## src/rtl/lu_arith_arbiter.sv

```systemverilog
// ============================================================================
// lu_arith_arbiter
// Round-robin arbiter sharing one multiplier and one divider among NREQ
// requesters, with a watchdog that converts a hung unit into an error response.
// Rev 1.0
// ============================================================================
`default_nettype none

module lu_arith_arbiter #(
    parameter int NREQ    = 4,
    parameter int WIDTH   = 16,
    parameter int TIMEOUT = 64
) (
    input  logic                    clk,
    input  logic                    rst,
    input  logic [NREQ-1:0]         req_valid_i,
    input  logic [NREQ-1:0]         req_op_i,
    input  logic [NREQ*WIDTH-1:0]   req_a_i,
    input  logic [NREQ*WIDTH-1:0]   req_b_i,
    output logic [NREQ-1:0]         req_ready_o,
    output logic [NREQ-1:0]         rsp_valid_o,
    output logic [WIDTH-1:0]        rsp_val_o,
    output logic                    rsp_ovf_o,
    output logic                    rsp_dbz_o,
    output logic                    rsp_tmo_o,
    output logic                    mul_start_o,
    output logic [WIDTH-1:0]        mul_a_o,
    output logic [WIDTH-1:0]        mul_b_o,
    input  logic                    mul_done_i,
    input  logic [WIDTH-1:0]        mul_val_i,
    input  logic                    mul_ovf_i,
    output logic                    div_start_o,
    output logic [WIDTH-1:0]        div_a_o,
    output logic [WIDTH-1:0]        div_b_o,
    input  logic                    div_done_i,
    input  logic [WIDTH-1:0]        div_val_i,
    input  logic                    div_ovf_i,
    input  logic                    div_dbz_i,
    output logic                    busy_o
);

    localparam int PW = (NREQ > 1) ? $clog2(NREQ) : 1;
    localparam int WW = $clog2(TIMEOUT) + 1;

    localparam logic [1:0] S_IDLE  = 2'd0;
    localparam logic [1:0] S_ISSUE = 2'd1;
    localparam logic [1:0] S_WAIT  = 2'd2;
    localparam logic [1:0] S_RESP  = 2'd3;

    logic [1:0]       state_q, state_d;
    logic [WW-1:0]    wd_q, wd_d;
    logic [PW-1:0]    rr_ptr_q, rr_ptr_d;
    logic [PW-1:0]    gnt_q;
    logic             op_q;
    logic [NREQ-1:0]  req_ready_q;
    logic [NREQ-1:0]  rsp_valid_q;
    logic [WIDTH-1:0] rsp_val_q;
    logic             rsp_ovf_q;
    logic             rsp_dbz_q;
    logic             rsp_tmo_q;
    logic             mul_start_q;
    logic [WIDTH-1:0] mul_a_q;
    logic [WIDTH-1:0] mul_b_q;
    logic             div_start_q;
    logic [WIDTH-1:0] div_a_q;
    logic [WIDTH-1:0] div_b_q;

    logic             w_found;
    logic [PW-1:0]    w_gnt;
    logic [PW-1:0]    w_idx;
    logic [NREQ-1:0]  w_gnt_oh;
    logic [NREQ-1:0]  w_cur_oh;
    logic             w_sel_done;
    logic             w_wd_exp;

    // Search starts at rr_ptr and wraps, so the first hit is the fair winner.
    always_comb begin
        w_found = 1'b0;
        w_gnt   = '0;
        w_idx   = '0;
        for (int k = 0; k < NREQ; k++) begin
            w_idx = PW'((int'(rr_ptr_q) + k) % NREQ);
            if (!w_found && req_valid_i[w_idx]) begin
                w_found = 1'b1;
                w_gnt   = w_idx;
            end
        end
    end

    assign w_gnt_oh   = NREQ'(1) << w_gnt;
    assign w_cur_oh   = NREQ'(1) << gnt_q;
    assign w_sel_done = op_q ? div_done_i : mul_done_i;
    assign w_wd_exp   = (wd_q == WW'(TIMEOUT - 1));

    always_comb begin
        state_d  = state_q;
        wd_d     = wd_q;
        rr_ptr_d = rr_ptr_q;
        case (state_q)
            S_IDLE: begin
                if (w_found) begin
                    state_d = S_ISSUE;
                end
            end
            S_ISSUE: begin
                state_d = S_WAIT;
                wd_d    = '0;
            end
            S_WAIT: begin
                if (w_sel_done || w_wd_exp) begin
                    state_d = S_RESP;
                end else begin
                    wd_d = wd_q + WW'(1);
                end
            end
            S_RESP: begin
                state_d  = S_IDLE;
                wd_d     = '0;
                rr_ptr_d = (gnt_q == PW'(NREQ - 1)) ? '0 : gnt_q + PW'(1);
            end
            default: begin
                state_d = S_IDLE;
            end
        endcase
    end

    always_ff @(posedge clk or negedge rst) begin
        if (!rst) begin
            state_q     <= S_IDLE;
            wd_q        <= '0;
            rr_ptr_q    <= '0;
            gnt_q       <= '0;
            op_q        <= 1'b0;
            req_ready_q <= '0;
            rsp_valid_q <= '0;
            rsp_val_q   <= '0;
            rsp_ovf_q   <= 1'b0;
            rsp_dbz_q   <= 1'b0;
            rsp_tmo_q   <= 1'b0;
            mul_start_q <= 1'b0;
            mul_a_q     <= '0;
            mul_b_q     <= '0;
            div_start_q <= 1'b0;
            div_a_q     <= '0;
            div_b_q     <= '0;
        end else begin
            state_q     <= state_d;
            wd_q        <= wd_d;
            rr_ptr_q    <= rr_ptr_d;
            req_ready_q <= '0;
            rsp_valid_q <= '0;
            mul_start_q <= 1'b0;
            div_start_q <= 1'b0;
            case (state_q)
                S_IDLE: begin
                    if (w_found) begin
                        gnt_q       <= w_gnt;
                        op_q        <= req_op_i[w_gnt];
                        req_ready_q <= w_gnt_oh;
                        rsp_ovf_q   <= 1'b0;
                        rsp_dbz_q   <= 1'b0;
                        rsp_tmo_q   <= 1'b0;
                        // Only the selected unit's operands move.
                        if (req_op_i[w_gnt]) begin
                            div_a_q <= req_a_i[w_gnt*WIDTH +: WIDTH];
                            div_b_q <= req_b_i[w_gnt*WIDTH +: WIDTH];
                        end else begin
                            mul_a_q <= req_a_i[w_gnt*WIDTH +: WIDTH];
                            mul_b_q <= req_b_i[w_gnt*WIDTH +: WIDTH];
                        end
                    end
                end
                S_ISSUE: begin
                    if (op_q) begin
                        div_start_q <= 1'b1;
                    end else begin
                        mul_start_q <= 1'b1;
                    end
                end
                S_WAIT: begin
                    if (w_sel_done) begin
                        rsp_val_q <= op_q ? div_val_i : mul_val_i;
                        rsp_ovf_q <= op_q ? div_ovf_i : mul_ovf_i;
                        rsp_dbz_q <= op_q & div_dbz_i;
                        rsp_tmo_q <= 1'b0;
                    end else if (w_wd_exp) begin
                        rsp_val_q <= '0;
                        rsp_ovf_q <= 1'b0;
                        rsp_dbz_q <= 1'b0;
                        rsp_tmo_q <= 1'b1;
                    end
                end
                S_RESP: begin
                    rsp_valid_q <= w_cur_oh;
                end
                default: begin
                end
            endcase
        end
    end

    assign req_ready_o = req_ready_q;
    assign rsp_valid_o = rsp_valid_q;
    assign rsp_val_o   = rsp_val_q;
    assign rsp_ovf_o   = rsp_ovf_q;
    assign rsp_dbz_o   = rsp_dbz_q;
    assign rsp_tmo_o   = rsp_tmo_q;
    assign mul_start_o = mul_start_q;
    assign mul_a_o     = mul_a_q;
    assign mul_b_o     = mul_b_q;
    assign div_start_o = div_start_q;
    assign div_a_o     = div_a_q;
    assign div_b_o     = div_b_q;
    assign busy_o      = (state_q != S_IDLE);

endmodule

`default_nettype wire

```

## config.mk

```make
export PLATFORM = sky130hd
export DESIGN_NAME = lu_arith_arbiter
export DESIGN_NICKNAME = d
export VERILOG_FILES = /design/src/rtl/lu_arith_arbiter.sv
export SDC_FILE = /design/constraint.sdc
export NUM_CORES = 1
export LEC_CHECK = 0
export CAP_MARGIN = 20
export CORE_ASPECT_RATIO = 1.5
export CORE_MARGIN = 4
export CORE_UTILIZATION = 45
export DETAILED_ROUTE_END_ITERATION = 10
export MAX_ROUTING_LAYER = met4
export PLACE_DENSITY = 0.89
export SETUP_SLACK_MARGIN = 0.1
export SLEW_MARGIN = 20
export SYNTH_ARGS = -nofsm -noshare
export SYNTH_HDL_FRONTEND = slang
export SYNTH_SLANG_ARGS = --single-unit
```

## constraint.sdc

```tcl
create_clock -name clk -period 5.3 [get_ports clk]
set_input_delay 1.06 -clock clk [delete_from_list [all_inputs] [get_ports clk]]
set_output_delay 1.06 -clock clk [all_outputs]
set_load 0.005 [all_outputs]
```

After elaboration in Yosys (flattened, before gate mapping)
Cells that the tools add are included.
{"block": "word_totals", "word_cells": 107, "out_inout_bits": 94, "register_bits": 107, "input_bits": 175}
{"block": "classes", "bitwise": 2, "n_eq_ne": 9, "n_reduce_logical": 20, "n_mux": 45, "order_cmp": 5, "addsub": 5, "shifts": 4}
{"operator": "indexed part select 64 x 7 -> 16 bit", "n": 2}
{"operator": "2-to-1 mux 16 bit", "n": 3}
{"operator": "2-to-1 mux 1 bit", "n": 21}
{"operator": "less-than comparator 2 x 3 -> 1 bit (second input constant)", "n": 5}
{"operator": "2-to-1 mux 2 bit", "n": 7}
{"operator": "one-hot mux 7 bit (2 select lines)", "n": 1}
{"operator": "2-to-1 mux 4 bit", "n": 3}
{"operator": "binary-select mux 1 bit (select 2 bit)", "n": 5}
{"operator": "AND reduction 3 bit", "n": 3}
{"operator": "one-hot mux 2 bit (4 select lines)", "n": 1}
{"operator": "AND reduction 2 bit", "n": 4}
{"operator": "nonzero test 2 bit", "n": 4}
{"operator": "left shift 1 x 2 -> 4 bit (first input constant)", "n": 2}
{"operator": "adder 7 x 1 -> 7 bit (second input constant)", "n": 1}
{"operator": "equality test 7 x 6 -> 1 bit (second input constant)", "n": 1}
{"operator": "2-to-1 mux 7 bit", "n": 1}
{"operator": "equality test 2 bit (second input constant)", "n": 3}
{"operator": "inequality test 2 bit (second input constant)", "n": 3}
{"operator": "one-hot mux 1 bit (2 select lines)", "n": 3}
{"operator": "adder 2 x 1 -> 2 bit (second input constant)", "n": 2}
{"operator": "adder 2 bit (second input constant)", "n": 2}
{"operator": "logical AND 1 bit", "n": 3}
{"operator": "logical NOT 1 bit", "n": 3}
{"operator": "inequality test 3 bit (second input constant)", "n": 1}
{"operator": "other kinds (6)", "n": 6}

Depth between registers and ports, before layout
Gate-level depths: netlist (run 1).
{"block": "logic_depth", "depth_word": 16, "ltp_mapped": 9, "depth_no_buf": 7}

Worst setup path before layout (run 1)
OpenSTA, ideal clock, no wires.
{"block": "synth_path", "path_type": "input-to-reg", "from": "input req_valid_i[0]", "to": "register mul_a_q[0], in the netlist mul_a_o[0]", "n_path_buf": 2, "t_required_ps": 5175, "arrival_ps": 2724, "slack_ps": 2451, "setup_time_ps": 125, "path_stages": 7, "cell_sequence": "or3b_2 o221ai_2 mux2_4 o2bb2a_4 buf_6 buf_6 mux2_4"}
{"block": "synth_via", "elab_chain_cells": 16, "elab_cells_between_ends": 27, "classes_between": "1 x shift; 18 x mux; 1 x bitwise; 7 x reduce/logical"}
{"item": "start, declared", "line": "16", "source": "input logic [NREQ-1:0] req_valid_i,"}
{"item": "branches (longest 16 deep; another with binary-select mux 1 bit (select 2 bit))"}
{"item": "end signal, assigned", "line": "168", "source": "mul_a_q <= req_a_i[w_gnt*WIDTH +: WIDTH];"}
{"item": "end, declared", "line": "62", "source": "logic [WIDTH-1:0] mul_a_q;"}
Parallel ways; which one is timed is not known. The select of a mux whose other input is x is not followed.
A chain may end at the register's enable or synchronous reset.

Worst setup path in the final report (run 1)
{"block": "layout_path", "from": "input req_valid_i[0]", "to": "register mul_b_q[1], in the netlist mul_b_o[1]"}
{"block": "layout_via", "elab_chain_cells": 16, "elab_cells_between_ends": 27, "classes_between": "1 x shift; 18 x mux; 1 x bitwise; 7 x reduce/logical"}
{"item": "branches (longest 16 deep; another with binary-select mux 1 bit (select 2 bit))"}
{"item": "end signal, assigned", "line": "169", "source": "mul_b_q <= req_b_i[w_gnt*WIDTH +: WIDTH];"}
{"item": "end, declared", "line": "63", "source": "logic [WIDTH-1:0] mul_b_q;"}
Parallel ways; which one is timed is not known. The select of a mux whose other input is x is not followed.

==> run metrics, run 1 <==
maximum VDD drop 0.410 mV; dpl ws 1.14 ns; initial antenna violation count 0; drt wl/cell 19.5 um; Power Dens Cells 525 mW/mm2; final setup margin 1.47 ns; unrepaired setup endpoints after global routing no; core area 0.0124 mm2; Max Root-Sink Buffers 2; crit path DAT 4.06 ns; skew final 0.0105 ns; Worst Path Required 5.53 ns; number of max-cap violations 0; Final min period 3.83 ns; register-to-register setup slack 2.27 ns; CP max stage delay 0.61 ns; Slew HR 0.282; Setup-failing EPs final 0; Worst-Margin Slew 1.08 ns; maximum clock rate 0.261 GHz; Final period util 0.723; clk sinks 107; CTS tree built; worst skew pair latency 0.35 ns; Lkg Pwr 4.00 nW; Hold Buf Count CTS 0; R2R cell count 6; GR Util All Layers 0.239; Worst Hold Class reg2reg; via-per-instance ratio 5.29; largest net degree at the start of global routing 60; r2r endpoint mul_b_o[1]$_DFFE_PN0P_; origin of the critical flop-to-flop path rr_ptr_q[1]$_DFFE_PN0P_; P&R area growth vs syn 54.5%; Residual DRC 0; CP Capture Type flop; Mapped Area 0.00567 mm2; global placer's final weighted congestion 0.863; Worst Path Buf+Inv 2; DR vias 4601; EDFF count, synth 0; # IOs 269; worst hold start rsp_val_o[3]$_DFFE_PN0P_; Synthesis Warnings 0; register area share after synthesis 0.472; Post-Synthesis Cells 449; Inserted Clock Buffers 9; Hold Path Depth 2; Die Area 0.0145 mm2; 1st-pass router iterations 4; CTS resizes 0; slowest CP cell o2bb2a_4; H-tree depth 3; Fin. Hold Viols 0; Mapped Nets 633; GRT overflow 0; CP startpoint req_valid_i[0]; Rows 50; flops & latches, synth 107; Die X 99.7 um; ANT nets after route 0; register area 0.00268 mm2; syn_area_per_cell 12.6 um2; Root Buffer clkbuf_16; status finished clean; Synth Flop Type dfrtp_1; layout cells sized above 1 0.135; Worst Hold Path EP rsp_val_o[3]$_DFFE_PN0P_; vias in the first global route 5101; nets@finish 892; total wire length 17000 um; Clk pin slew, worst setup/hold paths 0.07 ns; Die Span Y 145 um; commonest non-fill, non-tap cell in the layout clkdlybuf4s50_1; asr flop ratio synth 1.00; ant diodes 0; max-slew violation count 0; Distinct cells, synth 39; Post-CTS Setup Inserts 0; crit path cell chain clkdlybuf4s50_1, or3b_2, o221ai_4, buf_4, mux2_4, o2bb2a_4, mux2_2; commonest non-fill, non-tap cells in the layout clkdlybuf4s50_1, mux2i_1, dfrtp_1, mux2_2; Starting Density 0.458; final-layout fill cell count 906; CP delay by family, top buffers and inverters; Iter 0 DRT Violations 98; first-pass GRT wire length 26400 um; footprint of the multi-input gates 0.00283 mm2; Detailed Place HPWL 13500 um; kind of critical path in2reg; crit start category input port; worst-path fanout max 33; port buffer count 268; post-route setup TNS 0 ns
[flip-flops by register name (all words and copies together), names as in the netlist]
name         flops
div_a_o         16
div_b_o         16
div_start_o      1
gnt_q            2
mul_a_o         16
mul_b_o         16
mul_start_o      1
op_q             1
req_ready_o      4
rr_ptr_q         2
rsp_dbz_o        1
rsp_ovf_o        1
rsp_tmo_o        1
rsp_val_o       16
rsp_valid_o      4
state_q          2
wd_q             7
[power breakdown]
group | total (mW) | switching, mW | internal (mW)
clock network | 0.693 | 0.308 | 0.385
logic | 2.43 | 0.972 | 1.46
registers | 1.48 | 0.275 | 1.20
total | 4.60 | 1.55 | 3.04
[cells in the mapped netlist (2+ instances only)]
| cell | instances | area [um2] |
|---|---|---|
| inv_1 | 10 | 37.5 |
| mux2_2 | 39 | 439 |
| dfrtp_1 | 107 | 2680 |
| clkbuf_1 | 7 | 26.3 |
| o21ai_0 | 21 | 105 |
| buf_6 | 4 | 45.0 |
| nor3_1 | 3 | 15.0 |
| a21boi_0 | 2 | 15.0 |
| mux2i_1 | 115 | 1150 |
| and2_1 | 6 | 37.5 |
| buf_4 | 7 | 52.6 |
| buf_2 | 6 | 30.0 |
| nand2b_1 | 5 | 31.3 |
| ha_1 | 9 | 113 |
| nand3_1 | 4 | 20.0 |
| nand2_1 | 30 | 113 |
| mux2_4 | 30 | 450 |
| o211ai_1 | 2 | 15.0 |
| a21oi_1 | 5 | 25.0 |
| o31ai_1 | 2 | 15.0 |
| nor2_1 | 12 | 45.0 |
| a211oi_1 | 3 | 22.5 |
| xnor2_1 | 4 | 35.0 |
[worst reg2reg max path: cells and delay by family, from the launching register on]
family / cells / cell delay (ns)
compound gates: 2 / 0.84
buf+inv: 1 / 0.48
mux: 3 / 1.13
flops: 1 / 0.46
[logic make-up (layout without fill, tap and decap cells)]
group                      after synthesis  count (layout)  synth area share
AOI/OAI and AO/OA                       45              45            0.0541
DFF                                    107             107             0.472
and+or+nand+nor                         65              65            0.0521
xor gates and xnor gates                 4               4           0.00618
muxes                                  185             185             0.362
buffers and inverters                   34             298            0.0338
adders and majority gates                9               9            0.0199
[layout make-up]
type                    count  area share
well taps                 156      0.0223
multi-input cells         308       0.323
clock buffers              10      0.0273
repair buffers            272       0.309
inverters                  10     0.00429
flip-flops and latches    107       0.306
clock inverters             6     0.00800
[routing by layer]
layer  GRT usage  vias up  wire (um)
met2       0.430      216       9110
met5           -        -          0
met3      0.0624       28       1280
li1            -     2125          -
met4      0.0745        0        407
met1       0.251     2232       6200
[worst max path at each step]
stage                        endpoint  cells past startpoint
5_1_grt        mul_b_o[1]$_DFFE_PN0P_                      7
2_1_floorplan  mul_a_o[0]$_DFFE_PN0P_                      7
6_report       mul_b_o[1]$_DFFE_PN0P_                      7
4_1_cts        mul_b_o[1]$_DFFE_PN0P_                      7
3_5_place_dp   mul_b_o[1]$_DFFE_PN0P_                      7
3_3_place_gp   mul_b_o[0]$_DFFE_PN0P_                      7
[metrics by stage]
stage / utilization / total power, mW / std cells / cell area (um2) / hold slack [ns]
4_1_cts: 0.707 / 4.64 / 869 / 8760 / 0.483
3_5_place_dp: 0.682 / 3.93 / 853 / 8450 / 0.472
3_3_place_gp: 0.682 / 3.81 / 853 / 8450 / 0.461
2_1_floorplan: - / 2.75 / 449 / 5670 / 0.473
6_report: 0.707 / 4.60 / 869 / 8760 / 0.480
5_1_grt: 0.707 / 4.87 / 869 / 8760 / 0.525
Power figures use the tool's default switching activity.
==> run 2, diff against run 1 <==
--- a/config.mk
+++ b/config.mk
@@ -8,10 +8,10 @@
 export CAP_MARGIN = 20
 export CORE_ASPECT_RATIO = 1.5
 export CORE_MARGIN = 4
-export CORE_UTILIZATION = 45
+export CORE_UTILIZATION = 38
 export DETAILED_ROUTE_END_ITERATION = 10
 export MAX_ROUTING_LAYER = met4
-export PLACE_DENSITY = 0.89
+export PLACE_DENSITY = 0.8
 export SETUP_SLACK_MARGIN = 0.1
 export SLEW_MARGIN = 20
 export SYNTH_ARGS = -nofsm -noshare
==> constraint.sdc (replaced) <==
create_clock -name clk -period 3.5 [get_ports clk]
set_input_delay 0.7 -clock clk [delete_from_list [all_inputs] [get_ports clk]]
set_output_delay 0.7 -clock clk [all_outputs]
set_load 0.005 [all_outputs]
==> run 2 against run 1 <==
Against the previous run: via count shrank 1.6%; core utilization is 9.8 points lower; first-iteration DRC count increased by 33%; non-clock buffer count rose by 3; total power grew 51%; combinational power rose by 53%; count of clock-buffer cells in the layout unchanged; clock skew decreased by 0.0033 ns; die area grew 17%; global-route usage down 5.0 points; design area up 1.4%; flip-flop and latch count did not move; critical path type unchanged.
==> run metrics, run 2 (same netlist as run 1, synthesis figures left out) <==
ant diodes 0 (unchanged); GRT overflow 0 (unchanged); commonest non-fill, non-tap cell in the layout clkdlybuf4s50_1 (unchanged); Power Dens Cells 780 mW/mm2 (was 525 mW/mm2); R2R cell count 5 (was 6); total wire length 16300 um (was 17000 um); nets@finish 895 (was 892); combinational power share 0.538 (was 0.528); Die Span Y 158 um (was 145 um); largest net degree at the start of global routing 61 (was 60); Fin. Hold Viols 0 (unchanged); Final period util 0.862; core area 0.0146 mm2 (was 0.0124 mm2); Pint 4.65 mW (was 3.04 mW); final setup margin 0.483 ns (was 1.47 ns); dpl ws 0.128 ns (was 1.14 ns); maximum clock rate 0.331 GHz; Clock Power Share 0.150 (was 0.151); Hold WS 0.421 ns (was 0.480 ns); Worst-Margin Slew 0.758 ns (was 1.08 ns); DR vias 4526 (was 4601); Die X 108 um (was 99.7 um); origin of the critical flop-to-flop path rr_ptr_q[1]$_DFFE_PN0P_ (unchanged); Slew HR 0.494 (was 0.282); initial antenna violation count 0 (unchanged); Max Root-Sink Buffers 2 (unchanged); layout cells sized above 1 0.138 (was 0.135); # IOs 269 (unchanged); global placer's final weighted congestion 0.896 (was 0.863); register-to-register setup slack 0.87 ns (was 2.27 ns); Lkg Pwr 4.03 nW (was 4.00 nW); vias in the first global route 4863 (was 5101); Rows 54 (was 50); port buffer count 268 (unchanged); worst-path fanout max 33 (unchanged); Die Area 0.0170 mm2 (was 0.0145 mm2); unrepaired setup endpoints after global routing no (unchanged); Detailed Place HPWL 13000 um (was 13500 um); r2r endpoint mul_b_o[0]$_DFFE_PN0P_ (was mul_b_o[1]$_DFFE_PN0P_); ANT nets after route 0 (unchanged); status finished clean (unchanged); via-per-instance ratio 4.96 (was 5.29); maximum VDD drop 0.434 mV (was 0.410 mV); CP Capture Type flop (unchanged); Final min period 3.02 ns; P&R area growth vs syn 56.7% (was 54.5%); number of max-cap violations 0 (unchanged); Setup-failing EPs final 0 (unchanged); kind of critical path in2reg (unchanged); first-pass GRT wire length 24600 um (was 26400 um); CTS resizes 0 (unchanged); crit path DAT 3.24 ns (was 4.06 ns); CTS tree built (unchanged); Residual DRC 0 (unchanged); skew final 0.00720 ns (was 0.0105 ns); GR Util All Layers 0.189 (was 0.239); share of total power in sequential cells 0.311 (was 0.321); total net switching power 2.28 mW (was 1.55 mW); worst skew pair latency 0.34 ns (was 0.35 ns); max-slew violation count 0 (unchanged); H-tree depth 3 (unchanged); Hold Buf Count CTS 0 (unchanged); Layout Utilization 0.609 (was 0.707); Pwr Total 6.93 mW (was 4.60 mW); Inserted Clock Buffers 9 (unchanged); Iter 0 DRT Violations 130 (was 98); Worst Path Required 3.72 ns (was 5.53 ns); drt wl/cell 17.9 um (was 19.5 um); Clk pin slew, worst setup/hold paths 0.07 ns (about the same); Starting Density 0.389 (was 0.458); crit start category input port (unchanged); post-route setup TNS 0 ns (unchanged); switching share of power 0.329 (was 0.338); Post-CTS Setup Inserts 0 (unchanged); clk sinks 107 (unchanged); Worst Hold Class in2async (was reg2reg); 1st-pass router iterations 4 (unchanged); commonest non-fill, non-tap cells in the layout clkdlybuf4s50_1, mux2i_1, dfrtp_1, mux2_2 (unchanged); Root Buffer clkbuf_16 (unchanged)
==> run 2: cell types whose count changed in the layout (fill, tap and decap cells not counted), sizes merged <==
cell      previous run  this run
inv                 13        11
buf                  5         8
clkinvlp             0         1
clkinv               2         3
==> run 2: worst max-delay path by stage <==
stage                        start                      to  slack, ns  cells past startpoint
global placement    req_valid_i[0]  mul_b_o[1]$_DFFE_PN0P_       0.22                      6
detailed placement  req_valid_i[0]  mul_b_o[0]$_DFFE_PN0P_       0.13                      6
global route        req_valid_i[0]  mul_b_o[0]$_DFFE_PN0P_       0.37                      6
CTS                 req_valid_i[0]  mul_b_o[0]$_DFFE_PN0P_       0.49                      6
floorplan           req_valid_i[0]  mul_a_o[0]$_DFFE_PN0P_       1.01                      7
finish              req_valid_i[0]  mul_b_o[0]$_DFFE_PN0P_       0.48                      6
==> run 2: worst max-delay path: stages <==
cell,delay (ns)
clkdlybuf4s50_1,0.54
or3b_2,0.51
o221ai_4,0.13
mux2i_1,0.21
o2bb2a_4,0.69
mux2_2,0.41
==> run 2: per-layer routing <==
layer  vias up  share of wire  GRT usage
li1       2129              -          -
met1      2182           0.37      0.203
met2       192           0.53      0.343
met3        23          0.072     0.0388
met4         0          0.023     0.0674
met5         -              0          -
==> run 2: metrics by stage <==
stage               area (um2)  instances
floorplan                 5670        449
global placement          8570        896
detailed placement        8570        896
CTS                       8880        912
global route              8880        912
finish                    8880        912
==> run 2: final cells by class <==
type | instances | area [um2]
clock inverters | 6 | 72.6
flip-flops and latches | 107 | 2680
well taps | 196 | 245
multi-input cells | 308 | 2830
clock buffers | 10 | 239
fillers | 1183 | 5710
inverters | 10 | 37.5
repair buffers | 275 | 2780
==> run 2: power by group through the flow <==
stage	Combinational, mW	Clock, mW	Sequential, mW
5_1_grt	4.02	1.12	2.23
3_3_place_gp	3.67	0	2.16
4_1_cts	3.79	1.08	2.16
6_report	3.73	1.04	2.16
3_5_place_dp	3.78	0	2.18
2_1_floorplan	1.99	0	2.17
